--- src/rtl/dsp_file_fifo.sv ---
// dsp_file_fifo: a bank of NUM_FILES independent 32-bit FIFOs ("files").
// The DSP engines use a level request / file_active handshake. The host
// wishbone glue pushes, pops and clears files whenever the DSP side is idle.
module dsp_file_fifo #(
  parameter int NUM_FILES  = 4,
  parameter int DEPTH_LOG2 = 4
) (
  input  logic        wb_clk,
  input  logic        wb_rst_n,
  input  logic [7:0]  file_num,
  input  logic        file_read,
  input  logic        file_write,
  input  logic [31:0] file_write_data,
  output logic [31:0] file_read_data,
  output logic        file_active,
  output logic [31:0] rd_ptr,
  output logic [31:0] wr_ptr,
  input  logic [7:0]  host_file,
  input  logic        host_push,
  input  logic        host_pop,
  input  logic [31:0] host_data,
  input  logic        host_clear,
  output logic        host_ready,
  output logic [31:0] host_pop_data,
  output logic        host_pop_valid,
  output logic        overflow,
  output logic        underflow,
  output logic        bad_file,
  input  logic        host_clear_err
);
  localparam int DEPTH = 2 ** DEPTH_LOG2;
  localparam int PW    = DEPTH_LOG2 + 1;
  localparam int FW    = (NUM_FILES > 1) ? $clog2(NUM_FILES) : 1;

  localparam logic [1:0] ST_IDLE = 2'd0;
  localparam logic [1:0] ST_RD   = 2'd1;
  localparam logic [1:0] ST_WR   = 2'd2;

  // Pointer helpers: the top bit is the wrap bit, the rest is the word index.
  function automatic logic ptr_empty(input logic [PW-1:0] rp, input logic [PW-1:0] wp);
    return rp == wp;
  endfunction

  function automatic logic ptr_full(input logic [PW-1:0] rp, input logic [PW-1:0] wp);
    return (rp[PW-2:0] == wp[PW-2:0]) && (rp[PW-1] != wp[PW-1]);
  endfunction

  logic [31:0]   mem [NUM_FILES][DEPTH];
  logic [PW-1:0] rd_ptr_q [NUM_FILES];
  logic [PW-1:0] rd_ptr_d [NUM_FILES];
  logic [PW-1:0] wr_ptr_q [NUM_FILES];
  logic [PW-1:0] wr_ptr_d [NUM_FILES];

  logic [1:0]    state_q, state_d;
  logic [FW-1:0] acc_idx_q, acc_idx_d;
  logic          acc_ok_q, acc_ok_d;
  logic          file_active_q, file_active_d;
  logic [31:0]   file_read_data_q, file_read_data_d;
  logic [31:0]   host_pop_data_q, host_pop_data_d;
  logic          host_pop_valid_q, host_pop_valid_d;
  logic          overflow_q, overflow_d;
  logic          underflow_q, underflow_d;
  logic          bad_file_q, bad_file_d;
  logic          ovf_set, unf_set, bad_set;

  logic                  mem_we;
  logic [FW-1:0]         mem_wfile;
  logic [DEPTH_LOG2-1:0] mem_widx;
  logic [31:0]           mem_wdata;

  logic          dsp_ok, host_ok;
  logic [FW-1:0] dsp_idx, host_idx;
  logic [PW-1:0] dsp_rp, dsp_wp, host_rp, host_wp, acc_rp, acc_wp;

  assign dsp_ok   = int'(file_num) < NUM_FILES;
  assign host_ok  = int'(host_file) < NUM_FILES;
  assign dsp_idx  = file_num[FW-1:0];
  assign host_idx = host_file[FW-1:0];
  assign dsp_rp   = rd_ptr_q[dsp_idx];
  assign dsp_wp   = wr_ptr_q[dsp_idx];
  assign host_rp  = rd_ptr_q[host_idx];
  assign host_wp  = wr_ptr_q[host_idx];
  assign acc_rp   = rd_ptr_q[acc_idx_q];
  assign acc_wp   = wr_ptr_q[acc_idx_q];

  assign host_ready     = (state_q == ST_IDLE) && !file_read && !file_write;
  assign rd_ptr         = dsp_ok ? 32'(dsp_rp) : 32'd0;
  assign wr_ptr         = dsp_ok ? 32'(dsp_wp) : 32'd0;
  assign file_active    = file_active_q;
  assign file_read_data = file_read_data_q;
  assign host_pop_data  = host_pop_data_q;
  assign host_pop_valid = host_pop_valid_q;
  assign overflow       = overflow_q;
  assign underflow      = underflow_q;
  assign bad_file       = bad_file_q;

  // Next-state for the DSP handshake FSM, host accesses, pointers and flags.
  always_comb begin
    state_d          = state_q;
    acc_idx_d        = acc_idx_q;
    acc_ok_d         = acc_ok_q;
    file_active_d    = file_active_q;
    file_read_data_d = file_read_data_q;
    host_pop_data_d  = host_pop_data_q;
    host_pop_valid_d = 1'b0;
    rd_ptr_d         = rd_ptr_q;
    wr_ptr_d         = wr_ptr_q;
    ovf_set          = 1'b0;
    unf_set          = 1'b0;
    bad_set          = 1'b0;
    mem_we           = 1'b0;
    mem_wfile        = dsp_idx;
    mem_widx         = dsp_wp[DEPTH_LOG2-1:0];
    mem_wdata        = file_write_data;

    case (state_q)
      ST_IDLE: begin
        if (file_read) begin
          state_d          = ST_RD;
          file_active_d    = 1'b1;
          acc_idx_d        = dsp_idx;
          acc_ok_d         = dsp_ok;
          file_read_data_d = 32'd0;
          if (!dsp_ok) bad_set = 1'b1;
          else if (ptr_empty(dsp_rp, dsp_wp)) unf_set = 1'b1;
          else file_read_data_d = mem[dsp_idx][dsp_rp[DEPTH_LOG2-1:0]];
        end else if (file_write) begin
          state_d       = ST_WR;
          file_active_d = 1'b1;
          acc_idx_d     = dsp_idx;
          acc_ok_d      = dsp_ok;
          if (!dsp_ok) bad_set = 1'b1;
          else if (ptr_full(dsp_rp, dsp_wp)) ovf_set = 1'b1;
          else mem_we = 1'b1;
        end else if (host_clear) begin
          if (!host_ok) bad_set = 1'b1;
          else begin
            rd_ptr_d[host_idx] = '0;
            wr_ptr_d[host_idx] = '0;
          end
        end else if (host_push) begin
          mem_wfile = host_idx;
          mem_widx  = host_wp[DEPTH_LOG2-1:0];
          mem_wdata = host_data;
          if (!host_ok) bad_set = 1'b1;
          else if (ptr_full(host_rp, host_wp)) ovf_set = 1'b1;
          else begin
            mem_we             = 1'b1;
            wr_ptr_d[host_idx] = host_wp + PW'(1);
          end
        end else if (host_pop) begin
          host_pop_valid_d = 1'b1;
          host_pop_data_d  = 32'd0;
          if (!host_ok) bad_set = 1'b1;
          else if (ptr_empty(host_rp, host_wp)) unf_set = 1'b1;
          else begin
            host_pop_data_d    = mem[host_idx][host_rp[DEPTH_LOG2-1:0]];
            rd_ptr_d[host_idx] = host_rp + PW'(1);
          end
        end
      end
      ST_RD: begin
        if (!file_read) begin
          state_d       = ST_IDLE;
          file_active_d = 1'b0;
          if (acc_ok_q && !ptr_empty(acc_rp, acc_wp))
            rd_ptr_d[acc_idx_q] = acc_rp + PW'(1);
        end
      end
      ST_WR: begin
        if (!file_write) begin
          state_d       = ST_IDLE;
          file_active_d = 1'b0;
          if (acc_ok_q && !ptr_full(acc_rp, acc_wp))
            wr_ptr_d[acc_idx_q] = acc_wp + PW'(1);
        end
      end
      default: begin
        state_d       = ST_IDLE;
        file_active_d = 1'b0;
      end
    endcase

    overflow_d  = (overflow_q  && !host_clear_err) || ovf_set;
    underflow_d = (underflow_q && !host_clear_err) || unf_set;
    bad_file_d  = (bad_file_q  && !host_clear_err) || bad_set;
  end

  // Control, pointer and output registers; everything returns to 0 on reset.
  always_ff @(posedge wb_clk or negedge wb_rst_n) begin
    if (!wb_rst_n) begin
      state_q          <= ST_IDLE;
      acc_idx_q        <= '0;
      acc_ok_q         <= 1'b0;
      file_active_q    <= 1'b0;
      file_read_data_q <= 32'd0;
      host_pop_data_q  <= 32'd0;
      host_pop_valid_q <= 1'b0;
      overflow_q       <= 1'b0;
      underflow_q      <= 1'b0;
      bad_file_q       <= 1'b0;
      for (int i = 0; i < NUM_FILES; i++) begin
        rd_ptr_q[i] <= '0;
        wr_ptr_q[i] <= '0;
      end
    end else begin
      state_q          <= state_d;
      acc_idx_q        <= acc_idx_d;
      acc_ok_q         <= acc_ok_d;
      file_active_q    <= file_active_d;
      file_read_data_q <= file_read_data_d;
      host_pop_data_q  <= host_pop_data_d;
      host_pop_valid_q <= host_pop_valid_d;
      overflow_q       <= overflow_d;
      underflow_q      <= underflow_d;
      bad_file_q       <= bad_file_d;
      rd_ptr_q         <= rd_ptr_d;
      wr_ptr_q         <= wr_ptr_d;
    end
  end

  // File storage: single write port shared by DSP writes and host pushes.
  always_ff @(posedge wb_clk) begin
    if (mem_we) mem[mem_wfile][mem_widx] <= mem_wdata;
  end
endmodule

--- config.mk ---
export PLATFORM = sky130hd
export DESIGN_NAME = dsp_file_fifo
export DESIGN_NICKNAME = d
export VERILOG_FILES = /design/src/rtl/dsp_file_fifo.sv
export SDC_FILE = /design/constraint.sdc
export NUM_CORES = 2
export LEC_CHECK = 0
export BUFFER_PORTS_ARGS = -buffer_cell sky130_fd_sc_hd__buf_2
export CAP_MARGIN = 10
export CORE_MARGIN = 4
export CORE_UTILIZATION = 63
export CTS_CLUSTER_DIAMETER = 80
export CTS_CLUSTER_SIZE = 28
export DETAILED_ROUTE_END_ITERATION = 10
export GPL_ROUTABILITY_DRIVEN = 0
export PLACE_DENSITY_LB_ADDON = 0.08
export SLEW_MARGIN = 30
export SYNTH_ARGS = -nofsm -noshare
export SYNTH_HDL_FRONTEND = slang
export SYNTH_SLANG_ARGS = --single-unit
--- constraint.sdc ---
create_clock -name wb_clk -period 5.9 [get_ports wb_clk]
set_clock_uncertainty 0.2 [all_clocks]
set_input_delay 0.295 -clock wb_clk [delete_from_list [all_inputs] [get_ports wb_clk]]
set_output_delay 0.295 -clock wb_clk [all_outputs]
set_load 0.01 [all_outputs]
==> impl_metrics.toml <==
[outcome]
outcome = "finished, final reports clean"

[synth]
synthAdderAreaFrac_pct = 0.0483
synth_edf_count = 2048
ys.flop_type = "edfxtp_1"
yosysSeqAreaShare_pct = 62.1
synth_seq_cells = 2162
synthDistinctLibCells = 73
synth_compound_area_share_pct = 5.37
netlist_area_um2 = 104000
synth_mux_area_share_pct = 25.7
synth_top_family_by_area = "multiplexers"
avgSynthCellArea_um2 = 17.6
yosysWarnings = 0
synth-xor-area-share_pct = 0.265
syn_inst = 5891
synthArstFlopShare_pct = 5.27
synthSimpleGateAreaFrac_pct = 4.07

[power]
internal_power_mw = 23.5
switching_share_pct = 32.4
p_leak_nw = 35.4
powerDensity_nw_per_um2 = 311
p_seq_share_pct = 48.8
vdd_drop_max_mv = 0.465
power.switching_mw = 11.3
clkPwrFrac_pct = 26.4
pwr-share-comb_pct = 24.8

[clock_tree]
clk_path_buf_depth = 3
root_buffer = "clkbuf_16"
cts.htree.levels = 3
cts.repair.resized = 0
cts_tree = "done"
cts_setup_buffers = 0
clkTransAtPathRegs_ns = 0.09
cts_buffers = 107
cts_hold_buffers = 19
cts_sinks = 2162
insertion_delay_ns = 0.79

[place]
placed_cells = 7977
dp_hpwl_um = 192000
port_buffers = 167

[finish]
fill_cells = 10400
multi_input_area_um2 = 37700
syn2layout_area_growth_pct = 7.90
final_common_cell = "edfxtp_1"
layout.cells.non_filler = 8195
drive_gt1_share_pct = 32.4
mostFrequentLayoutCells = "edfxtp_1 (2048), mux4_2 (953), nand2_1 (537), mux2_2 (247), mux2i_1 (201)"
register_area_um2 = 64400
nets = 6024
final_util_pct = 68.6

[drt]
ant_nets = 0
routed_via_density = 7.76
via_count = 63600
drc = 0
drt_iter0_markers = 10800
wl_per_cell_um = 41.1
wirelength_um = 336000
drt_pass1_iterations = 6

[setup_path]
arrival_ns = 4.20
critPathKind = "input port to primary output"
required_ns = 5.41
crit_fanout = 69
end_kind = "primary output"
critPathLaunchType = "input port"

[floorplan]
pin_count = 222
initial_core_util_pct = 63.6
dieArea_um2 = 171000
rows = 148
die_h_um = 414
die_x_um = 414
coreArea_um2 = 163000

[sta]
rsz0062_at_grt = "false"
final-max-slew-violation-count = 0
period_minus_slack_ns = 4.69
relSlewSlack_pct = 24.9
fmax_ghz = 0.213
setup_viol = 0
tightest_slew_ns = 1.13
hold_viol_final = 0
fin_crit_sh_pct = 79.5
finalSetupTns_ns = 0

[global_route]
grt_pass1_vias = 62000
grt_max_degree = 138
track_usage_pct = 39.7
gr-total-overflow = 0
antenna_found_initial = 4
grt_first_pass_wirelength_um = 471000

[worst_hold_path]
hp-class = "input port to flip-flop"

[flow_run]
drv_cap = 0
==> cells in the mapped netlist (all sizes together), types with 3 or more instances <==
library cell,number,share of area [%]
xnor2,17,0.17
nor3,72,0.38
a21oi,81,0.39
o22ai,77,0.47
or2,7,0.042
mux2,268,3.0
a211oi,133,1.0
nand4,3,0.033
nor4,3,0.039
nand3,78,0.38
edfxtp,2048,59
mux4,958,21
a311oi,64,0.54
a22o,36,0.30
buf,272,1.4
nand2,572,2.1
o221ai,32,0.27
a311o,32,0.31
or3,3,0.018
a31oi,64,0.39
and2,14,0.084
nor2b,103,0.62
ha,4,0.048
clkbuf,264,0.96
dfrtp,114,2.8
o21ai,95,0.46
a22oi,29,0.21
o21bai,4,0.029
mux2i,203,2.0
a221oi,64,0.54
inv,14,0.051
o311ai,3,0.042
a2bb2oi,32,0.27
xor2,11,0.093
nand2b,12,0.072
nor2,86,0.31
==> cell families (layout without fill, tap and decap cells) <==
kind of cell,after synthesis,count (layout)
other,1,55
AOI/OAI and AO/OA,761,761
adders and majority gates,4,4
buffers and inverters,550,625
xor gates and xnor gates,28,28
and+or+nand+nor,956,956
DFF,2162,2162
muxes,1429,1429
==> worst paths after layout <==
path                              startpoint                end  slack [ns]  depth (start not counted)
max                              file_num[1]          rd_ptr[0]        1.21                          8
min                              file_num[6]           acc_ok_q        0.09                          4
max reg2reg                     rd_ptr_q[15]        mem[1][102]        1.27                          8
min reg2reg                host_pop_data[15]  host_pop_data[15]        0.32                          1
max in group asynchronous           wb_rst_n       rd_ptr_q[10]        4.02                          4
min in group asynchronous           wb_rst_n        rd_ptr_q[0]        0.55                          4
==> area by class of cell <==
| cell class | instances | share of cell area, % |
|---|---|---|
| diodes | 1 | 0.00224 |
| clock buffers | 124 | 2.52 |
| clock inverters | 72 | 0.798 |
| inverters | 14 | 0.0470 |
| multi-input cells | 3232 | 33.7 |
| flip-flops and latches | 2162 | 57.5 |
| well taps | 2175 | 2.43 |
| repair buffers | 415 | 2.97 |
==> critical path, stage by stage <==
cell and delay (ns):
dlygate4sd3_1 0.56, buf_8 0.38, buf_4 0.79, mux2i_4 0.41
mux2_8 0.80, buf_4 0.46, nor2_1 0.14, buf_2 0.17
==> power groups by stage <==
stage                     Combinational [mW]  Sequential, mW  Clock, mW
after floorplan                         4.81            17.3          0
after global placement                  8.22            17.3          0
after detailed placement                8.29            17.3          0
after CTS                               8.32            17.0       9.22
after global routing                    8.75            17.0       9.86
final                                   8.63            17.0       9.18
==> metrics by stage <==
| stage | worst slack [ns] | power, mW | hold slack (ns) | cell area [um2] |
|---|---|---|---|---|
| after global placement | 1.08 | 25.5 | 0.128 | 108000 |
| final | 1.21 | 34.8 | 0.0895 | 112000 |
| after CTS | 1.31 | 34.5 | 0.0256 | 112000 |
| after detailed placement | 1.10 | 25.6 | 0.113 | 108000 |
| after floorplan | 0.871 | 22.1 | -0.201 | 104000 |
| after global routing | 1.19 | 35.6 | 0.0919 | 112000 |
==> registers in the layout (all words and copies together), names as in the netlist <==
register        cells
host_pop_valid      1
state_q             2
underflow           1
mem              2048
overflow            1
acc_idx_q           2
wr_ptr_q           20
rd_ptr_q           20
bad_file            1
acc_ok_q            1
host_pop_data      32
file_active         1
file_read_data     32
==> metal layers <==
metal,up-vias,part of all wire (%),GRT usage (%)
li1,24500,-,-
met1,32700,34,55.1
met2,5322,44,56.8
met3,1023,14,11.3
met4,2,7.8,23.9
met5,-,0.0039,0
No activity file was read; power rests on OpenSTA's default activity.
